$ cat src/rtl/serial_frame_tx_if.sv
// Request bundle for the serial frame transmitter.
// The requester holds len/data stable until the block accepts.
interface serial_frame_tx_if #(
  parameter int PAY_W = 16,
  parameter int HDR_W = 5
) ();
  logic             in_valid;
  logic             in_ready;
  logic [HDR_W-1:0] in_len;
  logic [PAY_W-1:0] in_data;

  modport master (
    output in_valid,
    output in_len,
    output in_data,
    input  in_ready
  );

  modport slave (
    input  in_valid,
    input  in_len,
    input  in_data,
    output in_ready
  );
endinterface

$ cat src/rtl/serial_frame_tx.sv
// Serialises one payload word per handshake as flag, length header,
// LSB-first payload and an idle-high gap for the sequence detector.
module serial_frame_tx #(
  parameter int PAY_W    = 16,
  parameter int HDR_W    = 5,
  parameter int IDLE_GAP = 2
) (
  input  logic               clk,
  input  logic               rst_n,
  serial_frame_tx_if.slave   in_if,
  output logic               ser_out_o,
  output logic               busy_o,
  output logic               frame_done_o,
  output logic               len_err_o
);

  typedef enum logic [2:0] {
    S_IDLE,
    S_FLAG,
    S_HDR,
    S_PAY,
    S_GAP
  } state_e;

  localparam int M1    = (PAY_W > 7) ? PAY_W : 7;
  localparam int M2    = (M1 > HDR_W) ? M1 : HDR_W;
  localparam int MAXC  = (M2 > IDLE_GAP) ? M2 : IDLE_GAP;
  localparam int CNT_W = $clog2(MAXC + 1);

  localparam logic [CNT_W-1:0] FLAG_LAST = CNT_W'(6);
  localparam logic [CNT_W-1:0] HDR_LAST  = CNT_W'(HDR_W - 1);
  localparam logic [CNT_W-1:0] GAP_LAST  = CNT_W'(IDLE_GAP - 1);
  localparam logic [HDR_W-1:0] LEN_MAX   = HDR_W'(PAY_W);

  state_e           state_q, state_d;
  logic [CNT_W-1:0] cnt_q, cnt_d;
  logic [HDR_W-1:0] len_q, len_d;
  logic [HDR_W-1:0] hdr_q, hdr_d;
  logic [PAY_W-1:0] sh_q, sh_d;
  logic             ser_q, ser_d;
  logic             busy_q, busy_d;
  logic             done_q, done_d;
  logic             lerr_q, lerr_d;

  logic             accept;
  logic             clamp;
  logic [HDR_W-1:0] leff;
  logic [CNT_W-1:0] len_c;
  logic [CNT_W-1:0] lend_c;

  assign in_if.in_ready = (state_q == S_IDLE);
  assign accept = in_if.in_valid && (state_q == S_IDLE);
  assign clamp  = in_if.in_len > LEN_MAX;
  assign leff   = clamp ? LEN_MAX : in_if.in_len;
  assign len_c  = CNT_W'(len_q);
  assign lend_c = CNT_W'(len_d);

  always_comb begin
    state_d = state_q;
    cnt_d   = cnt_q + 1'b1;
    len_d   = len_q;
    hdr_d   = hdr_q;
    sh_d    = sh_q;
    lerr_d  = 1'b0;
    unique case (state_q)
      S_IDLE: begin
        cnt_d = '0;
        if (accept) begin
          state_d = S_FLAG;
          len_d   = leff;
          hdr_d   = leff;
          sh_d    = in_if.in_data;
          lerr_d  = clamp;
        end
      end
      S_FLAG: begin
        if (cnt_q == FLAG_LAST) begin
          state_d = S_HDR;
          cnt_d   = '0;
        end
      end
      S_HDR: begin
        if (cnt_q == HDR_LAST) begin
          state_d = (len_q != '0) ? S_PAY : S_GAP;
          cnt_d   = '0;
        end else begin
          hdr_d = hdr_q << 1;
        end
      end
      S_PAY: begin
        sh_d = sh_q >> 1;
        if (cnt_q == len_c - 1'b1) begin
          state_d = S_GAP;
          cnt_d   = '0;
        end
      end
      S_GAP: begin
        if (cnt_q == GAP_LAST) begin
          state_d = S_IDLE;
          cnt_d   = '0;
        end
      end
      default: begin
        state_d = S_IDLE;
        cnt_d   = '0;
      end
    endcase
  end

  // Outputs are registered from next-state values so they line up
  // with the bit the state register will be presenting.
  always_comb begin
    ser_d  = 1'b1;
    done_d = 1'b0;
    busy_d = (state_d != S_IDLE);
    unique case (1'b1)
      (state_d == S_FLAG): begin
        ser_d = !((cnt_d == '0) || (cnt_d == FLAG_LAST));
      end
      (state_d == S_HDR): begin
        ser_d  = hdr_d[HDR_W-1];
        done_d = (cnt_d == HDR_LAST) && (len_d == '0);
      end
      (state_d == S_PAY): begin
        ser_d  = sh_d[0];
        done_d = (cnt_d == lend_c - 1'b1);
      end
      default: begin
        ser_d = 1'b1;
      end
    endcase
  end

  always_ff @(posedge clk) begin
    if (!rst_n) begin
      state_q <= S_IDLE;
      cnt_q   <= '0;
      len_q   <= '0;
      hdr_q   <= '0;
      sh_q    <= '0;
      ser_q   <= 1'b1;
      busy_q  <= 1'b0;
      done_q  <= 1'b0;
      lerr_q  <= 1'b0;
    end else begin
      state_q <= state_d;
      cnt_q   <= cnt_d;
      len_q   <= len_d;
      hdr_q   <= hdr_d;
      sh_q    <= sh_d;
      ser_q   <= ser_d;
      busy_q  <= busy_d;
      done_q  <= done_d;
      lerr_q  <= lerr_d;
    end
  end

  assign ser_out_o    = ser_q;
  assign busy_o       = busy_q;
  assign frame_done_o = done_q;
  assign len_err_o    = lerr_q;

endmodule

$ cat src/flat_wrapper.sv
// flat-port wrapper written by rule: the top's interface ports become plain ports
module serial_frame_tx_flat 
#(
  parameter int PAY_W    = 16,
  parameter int HDR_W    = 5,
  parameter int IDLE_GAP = 2
)
  (clk, rst_n, ser_out_o, busy_o, frame_done_o, len_err_o, in_if_in_valid, in_if_in_len, in_if_in_data, in_if_in_ready);
  serial_frame_tx_if #(.PAY_W(PAY_W), .HDR_W(HDR_W)) in_if_i ();
  input  logic clk;
  input  logic rst_n;
  output logic ser_out_o;
  output logic busy_o;
  output logic frame_done_o;
  output logic len_err_o;
  input wire logic [$bits(in_if_i.in_valid)-1:0] in_if_in_valid;
  input wire logic [$bits(in_if_i.in_len)-1:0] in_if_in_len;
  input wire logic [$bits(in_if_i.in_data)-1:0] in_if_in_data;
  output wire logic [$bits(in_if_i.in_ready)-1:0] in_if_in_ready;
  assign in_if_i.in_valid = in_if_in_valid;
  assign in_if_i.in_len = in_if_in_len;
  assign in_if_i.in_data = in_if_in_data;
  assign in_if_in_ready = in_if_i.in_ready;
  serial_frame_tx #(.PAY_W(PAY_W), .HDR_W(HDR_W), .IDLE_GAP(IDLE_GAP)) u_core (.clk(clk), .rst_n(rst_n), .in_if(in_if_i), .ser_out_o(ser_out_o), .busy_o(busy_o), .frame_done_o(frame_done_o), .len_err_o(len_err_o));
endmodule
$ cat config.mk
export PLATFORM = sky130hd
export DESIGN_NAME = serial_frame_tx_flat
export DESIGN_NICKNAME = d
export VERILOG_FILES = /design/src/rtl/serial_frame_tx_if.sv /design/src/rtl/serial_frame_tx.sv /design/src/flat_wrapper.sv
export SDC_FILE = /design/constraint.sdc
export NUM_CORES = 1
export LEC_CHECK = 0
export CAP_MARGIN = 40
export CORE_ASPECT_RATIO = 0.9
export CORE_MARGIN = 1
export CORE_UTILIZATION = 50
export DETAILED_ROUTE_END_ITERATION = 8
export GPL_TIMING_DRIVEN = 0
export PLACE_DENSITY = 0.76
export SETUP_SLACK_MARGIN = 0.02
export SYNTH_ARGS = -nofsm -noshare
export SYNTH_HDL_FRONTEND = slang
export SYNTH_SLANG_ARGS = --single-unit
$ cat constraint.sdc
create_clock -name clk -period 3.13 [get_ports clk]
set_input_delay 0.7825 -clock clk [delete_from_list [all_inputs] [get_ports clk]]
set_output_delay 0.7825 -clock clk [all_outputs]
set_load 0.01 [all_outputs]
==> results.cfg, run 1 <==
[pwr]
powerDensity_nw_per_um2 = 401
design_power_total_w = 0.00109
p_leak_nw = 0.992
max-vdd-ir-drop_uv = 366

[critical_path]
critPathMaxFanout = 5
endpoint_kind = register
cpMaxStageDelayCell = or4b_4
crit_family = simple AND/OR/NAND/NOR gates
rrSetupSlack_ns = 0.49
arrival_ns = 3.15
path_class = input port to register
reg2reg_to = u_core.frame_done_o
critPathMaxStageDelay_ns = 0.55
required_ns = 3.34
critPathBufInv = 1
ff2ff_path_depth = 11
path_cells = dlygate4sd2_1 > or4b_4 > nor2_4 > a22oi_2 > ha_2 > nor3b_2 > xor2_1 > o21ai_2 > xnor2_1 > a22oi_1 > a2bb2oi_2 > o31ai_2
start_kind = input port
r2r_start = u_core.state_q[0]

[detailed_routing]
vias_per_cell = 5.56
remaining_drc_errors = 0
ant_nets = 0
route.vias.total = 1884
drt_first_pass_iters = 4
wl_um = 5010
drt-initial-drc-count = 99
post_drt_wl_per_cell_um = 14.8

[floorplan]
design.core.area_um2 = 4160
rows = 22
die_area_um2 = 4700
start_util_pct = 53.3
io_pins = 29
die_width_um = 72.2
die_h_um = 65.2

[hold_path]
min_from = u_core.sh_q[13]
hold_path.class = register to register
hold_end = u_core.sh_q[13]
hold_depth = 2

[sta]
finalCritPeriodShare_pct = 93.7
post-route-worst-setup-slack_ns = 0.198
rsz0062_at_grt = no
fmax_mhz = 341
worst_pin_slew_ns = 0.595
finalMaxSlewViolations = 0
post-route-min-period_ns = 2.93
setup-violations-final = 0
finClkSkew_ns = 0.00694
hold_violations = 0
relSlewSlack_pct = 60.0

[clock_network]
clock_path_buffers = 2
clk_pin_slew_ns = 0.08
cts_buffers = 5
clock_latency_ns = 0.30
cts_tree = built
hold_buffers = 0
cts_root_buffer = clkbuf_8
htree_levels = 2
cts_num_sinks = 38

[status]
status = finished clean

[global_route]
grt_max_degree = 14
grt_usage_pct = 23.6
grt_pass1_wl_um = 8540
grt-ovfl-total = 0
grt_antenna_before_repair = 0
grt_pass1_vias = 1844

[cells_and_area]
regArea_um2 = 761
syn_to_final_growth_pct = 22.7
multiInputGateArea_um2 = 1370
fin_nets = 309
drive_above_1_share_pct = 13.6
final_core_util_pct = 65.5
antennaDiodeCount = 0
finalInstanceArea_um2 = 2720
fillCellCount = 343

[synthesis]
synth_top_area_cell = dfxtp_1
avgSynthCellArea_um2 = 9.28
synth_seq_cells = 38
synth_cell_types = 61
syn-num-nets = 270
netlist_area_um2 = 2220
synthCells = 239
synth_edf_count = 0
synthTopCellsByArea = dfxtp_1 34%, a22oi_1 6.8%, a21boi_0 5.1%
synthFlopType = dfxtp_1
synth_top_area_share_pct = 34.3
yosysMostFrequentCell = dfxtp_1
synth_warnings = 0
netlist_top_cells_count = 38 x dfxtp_1, 22 x nand2_1, 20 x a22oi_1, 15 x a21boi_0, 14 x nor2b_1
synthArstFlopShare_pct = 0
synth.yosys.seq_area_share_pct = 34.3

[job]
max-cap-violations = 0

[place]
dpl.hpwl_um = 3700
pre_cts_slack_ns = -0.755
post_dp_cell_area_um2 = 2580
numPortBuffers = 28
place_congestion = 0.797
==> worst min-delay path, cell delays in order, from the launching register on <==
cell and delay [ns]:
dfxtp_1 0.31, nand2_1 0.04, a21boi_0 0.06
==> layout make-up <==
| cell class | count | share of cell area (%) |
|---|---|---|
| Sequential cell | 38 | 28.0 |
| Clock inverter | 2 | 0.598 |
| Tap cell | 60 | 2.76 |
| Timing Repair Buffer | 33 | 11.6 |
| Clock buffer | 6 | 3.03 |
| Buffer | 14 | 2.85 |
| Multi-Input combinational cell | 181 | 50.5 |
| Inverter | 5 | 0.690 |
==> repair_timing <==
action	in CTS	in global routing
gates resized for setup	5	0
endpoints found under the hold margin	0	0
setup buffers	5	0
pin swaps	7	1
endpoints found under the setup margin	1	1
==> routing by layer <==
layer	GRT usage [%]	vias up	share of wire (%)
met4	8.58	0	1.8
met1	32.4	887	51
met3	4.75	8	4.2
met5	0	-	0
li1	-	950	-
met2	36.6	39	43
==> through the flow <==
step / TNS, ns / hold slack (ns) / cells
floorplan: 0 / 0.443 / 239
global placement: -0.763 / 0.452 / 327
detailed placement: -0.755 / 0.456 / 327
CTS: 0 / 0.467 / 339
global route: 0 / 0.492 / 339
finish: 0 / 0.464 / 339
==> power by group <==
group | total (W) | leakage, nW | switching [W] | internal, W
registers | 0.000518 | 0.311 | 0.0000137 | 0.000504
logic | 0.000203 | 0.633 | 0.0000975 | 0.000105
clock network | 0.000371 | 0.0478 | 0.000190 | 0.000181
total | 0.00109 | 0.992 | 0.000301 | 0.000791
==> worst max path at each step <==
stage	endpoint	cells past startpoint	start	slack, ns
final	u_core.frame_done_o	12	in_if_in_valid	0.20
after global routing	u_core.frame_done_o	12	in_if_in_valid	0.02
after CTS	u_core.frame_done_o	12	in_if_in_valid	0.19
after detailed placement	u_core.frame_done_o	12	in_if_in_valid	-0.76
after global placement	u_core.frame_done_o	12	in_if_in_valid	-0.76
after floorplan	u_core.frame_done_o	11	in_if_in_valid	0.08
==> flip-flops by register name (all words and copies together) (netlist names) <==
register	flops
u_core.ser_out_o	1
u_core.sh_q	16
u_core.state_q	3
u_core.frame_done_o	1
u_core.len_c	5
u_core.cnt_q	5
u_core.hdr_q	5
u_core.busy_o	1
u_core.len_err_o	1
==> logic make-up (layout without fill, tap and decap cells) <==
logic type               Yosys count  in the layout  share of synthesized area (%)
adder cells (fa/ha/maj)            7              7                           3.95
AO/OA/AOI/OAI                     67             67                           24.5
AND/OR/NAND/NOR                   90             90                           25.1
buffers and inverters             20             60                           4.68
multiplexers                       2              2                          0.903
XOR/XNOR                          15             15                           6.55
flip-flops                        38             38                           34.3
==> placed cells by master, fill, tap and decap left out, drive strengths merged, types with 2 or more instances in the layout <==
cell and n:
a21boi 16, xor2 5, nand2b 2, nor2b 14
a21oi 7, mux2i 2, o21ai 3, nor4b 2
a21o 2, nand3b 6, clkdlybuf4s50 27, o311ai 2
and3 2, nor3 4, xnor2 9, ha 7
nor3b 3, nand4b 2, buf 12, a222oi 3
o31ai 2, inv 6, dfxtp 38, nand3 5
nor2 13, a22oi 21, or4b 3, and2 4
clkbuf 13, nand2 23
(Power assumes the default switching activity.)
==> run 2: changes to the inputs <==
MAX_ROUTING_LAYER = met4   (was not set)
==> run 2 against run 1 <==
Effect of this change: combinational power barely moved; clock power barely moved; flip-flop and latch count did not move; sequential power barely moved; via count barely moved; wire length did not move; final cell count did not move; global-route usage rose by 0.64 points; non-clock buffer count did not move; setup slack barely moved; sequential share of layout area did not move; maximum frequency barely moved; largest power group unchanged.
==> results.cfg, run 2 (synthesis gave the netlist of run 1 again) <==
[pwr]
powerDensity_nw_per_um2 = 401
max-vdd-ir-drop_uv = 366
p_leak_nw = 0.992

[cells_and_area]
final_common_cell = dfxtp_1
antennaDiodeCount = 0
final_cell_mix = 38 x dfxtp_1, 27 x clkdlybuf4s50_1, 22 x nand2_1
finalInstanceArea_um2 = 2720
fin_nets = 309
syn_to_final_growth_pct = 22.7
drive_above_1_share_pct = 13.6
fillCellCount = 343
regArea_um2 = 761
largest_reg_flops = 16
regMostFlops = u_core.sh_q
multiInputGateArea_um2 = 1370

[global_route]
grt_pass1_vias = 1845
grt-ovfl-total = 0
grt_antenna_before_repair = 0
grt_max_degree = 14
grt_usage_pct = 24.2
grt_pass1_wl_um = 8530

[detailed_routing]
drt_first_pass_iters = 4
route.vias.total = 1885
ant_nets = 0
vias_per_cell = 5.56
drt-initial-drc-count = 99
post_drt_wl_per_cell_um = 14.8
remaining_drc_errors = 0
wl_um = 5010

[critical_path]
endpoint = u_core.frame_done_o
ff2ff_path_depth = 11
cp-startpoint = in_if_in_valid
cpMaxStageDelayCell = or4b_4
endpoint_kind = register
required_ns = 3.34
arrival_ns = 3.15
path_cells = dlygate4sd2_1 > or4b_4 > nor2_4 > a22oi_2 > ha_2 > nor3b_2 > xor2_1 > o21ai_2 > xnor2_1 > a22oi_1 > a2bb2oi_2 > o31ai_2
critPathMaxStageDelay_ns = 0.55
r2r_start = u_core.state_q[0]
rrSetupSlack_ns = 0.49
critPathMaxFanout = 5
reg2reg_to = u_core.frame_done_o
start_kind = input port
path_class = input port to register

[sta]
post-route-min-period_ns = 2.93
finalMaxSlewViolations = 0
relSlewSlack_pct = 60.0
rsz0062_at_grt = no
finClkSkew_ns = 0.00709
worst_pin_slew_ns = 0.595
hold_violations = 0
setup-violations-final = 0
finalCritPeriodShare_pct = 93.7
fin_tns_setup_ns = 0
fmax_mhz = 341

[place]
place_congestion = 0.809
numPortBuffers = 28
post_dp_cell_area_um2 = 2580
dpl.hpwl_um = 3700

[floorplan]
design.core.area_um2 = 4160
start_util_pct = 53.3
die_h_um = 65.2
die_width_um = 72.2
rows = 22
die_area_um2 = 4700
io_pins = 29

[clock_network]
cts_root_buffer = clkbuf_8
cts_tree = built
cts_buffers = 5
clock_latency_ns = 0.30
cts_num_sinks = 38
htree_levels = 2
clk_pin_slew_ns = 0.08
clock_path_buffers = 2

[status]
status = finished clean

[job]
max-cap-violations = 0

[hold_path]
hold_path.class = register to register
run 2: final cells by class:
class / instances / area share, %
timing repair buffer: 33 / 11.6
sequential: 38 / 28.0
clock inverter: 2 / 0.598
clock buffer: 6 / 3.03
tap: 60 / 2.76
inverter: 5 / 0.690
multi-input combinational: 181 / 50.5
buffer: 14 / 2.85
run 2: critical path, delay by kind of cell:
family                   cells  cell delay [ns]
AO/OA/AOI/OAI                5             0.74
XOR/XNOR                     2             0.29
adder cells (fa/ha/maj)      1             0.21
buffers and inverters        1             0.23
AND/OR/NAND/NOR              3             0.90
run 2: how the worst min path moves through the flow:
stage                     from              end  slack, ns  depth (start not counted)
6_report       u_core.sh_q[13]  u_core.sh_q[13]       0.46                          2
4_1_cts        u_core.sh_q[13]  u_core.sh_q[13]       0.47                          2
2_1_floorplan  u_core.sh_q[10]  u_core.sh_q[10]       0.44                          2
5_1_grt         u_core.sh_q[8]   u_core.sh_q[8]       0.49                          2
3_5_place_dp   u_core.sh_q[13]  u_core.sh_q[13]       0.46                          2
3_3_place_gp    u_core.sh_q[2]   u_core.sh_q[2]       0.45                          2
run 2: per-stage QoR:
step / hold slack (ns) / total power [W] / std cells / worst slack [ns] / utilization [%]
2_1_floorplan: 0.443 / 0.000652 / 239 / 0.0791 / -
3_3_place_gp: 0.452 / 0.000719 / 327 / -0.763 / 62.0
3_5_place_dp: 0.456 / 0.000723 / 327 / -0.755 / 62.0
4_1_cts: 0.467 / 0.00110 / 339 / 0.195 / 65.5
5_1_grt: 0.492 / 0.00115 / 339 / 0.0234 / 65.5
6_report: 0.464 / 0.00109 / 339 / 0.198 / 65.5
run 2: metal layers:
| metal | vias to the layer above | wire (um) | track usage [%] |
|---|---|---|---|
| li1 | 950 | - | - |
| met1 | 887 | 2550 | 32.4 |
| met2 | 40 | 2180 | 36.6 |
| met3 | 8 | 210 | 4.75 |
| met4 | 0 | 78 | 8.58 |
| met5 | - | 0 | - |
run 2: what timing repair did:
action,CTS,global route
hold buffers,0,0
pin swaps,7,1
gates resized for setup,5,0
setup buffers,5,0
setup endpoints to repair,1,1
run 2: where the power goes:
group          internal, W  switching, W
combinational     0.000105     0.0000975
clock             0.000181      0.000190
sequential        0.000504     0.0000137
total             0.000791      0.000301
==> run 3: changes to the inputs <==
ABC_CLOCK_PERIOD_IN_PS = 3130   (was not set)
==> results of run 3 <==
The final DEF is identical to that of run 2; final timing and power are the same.
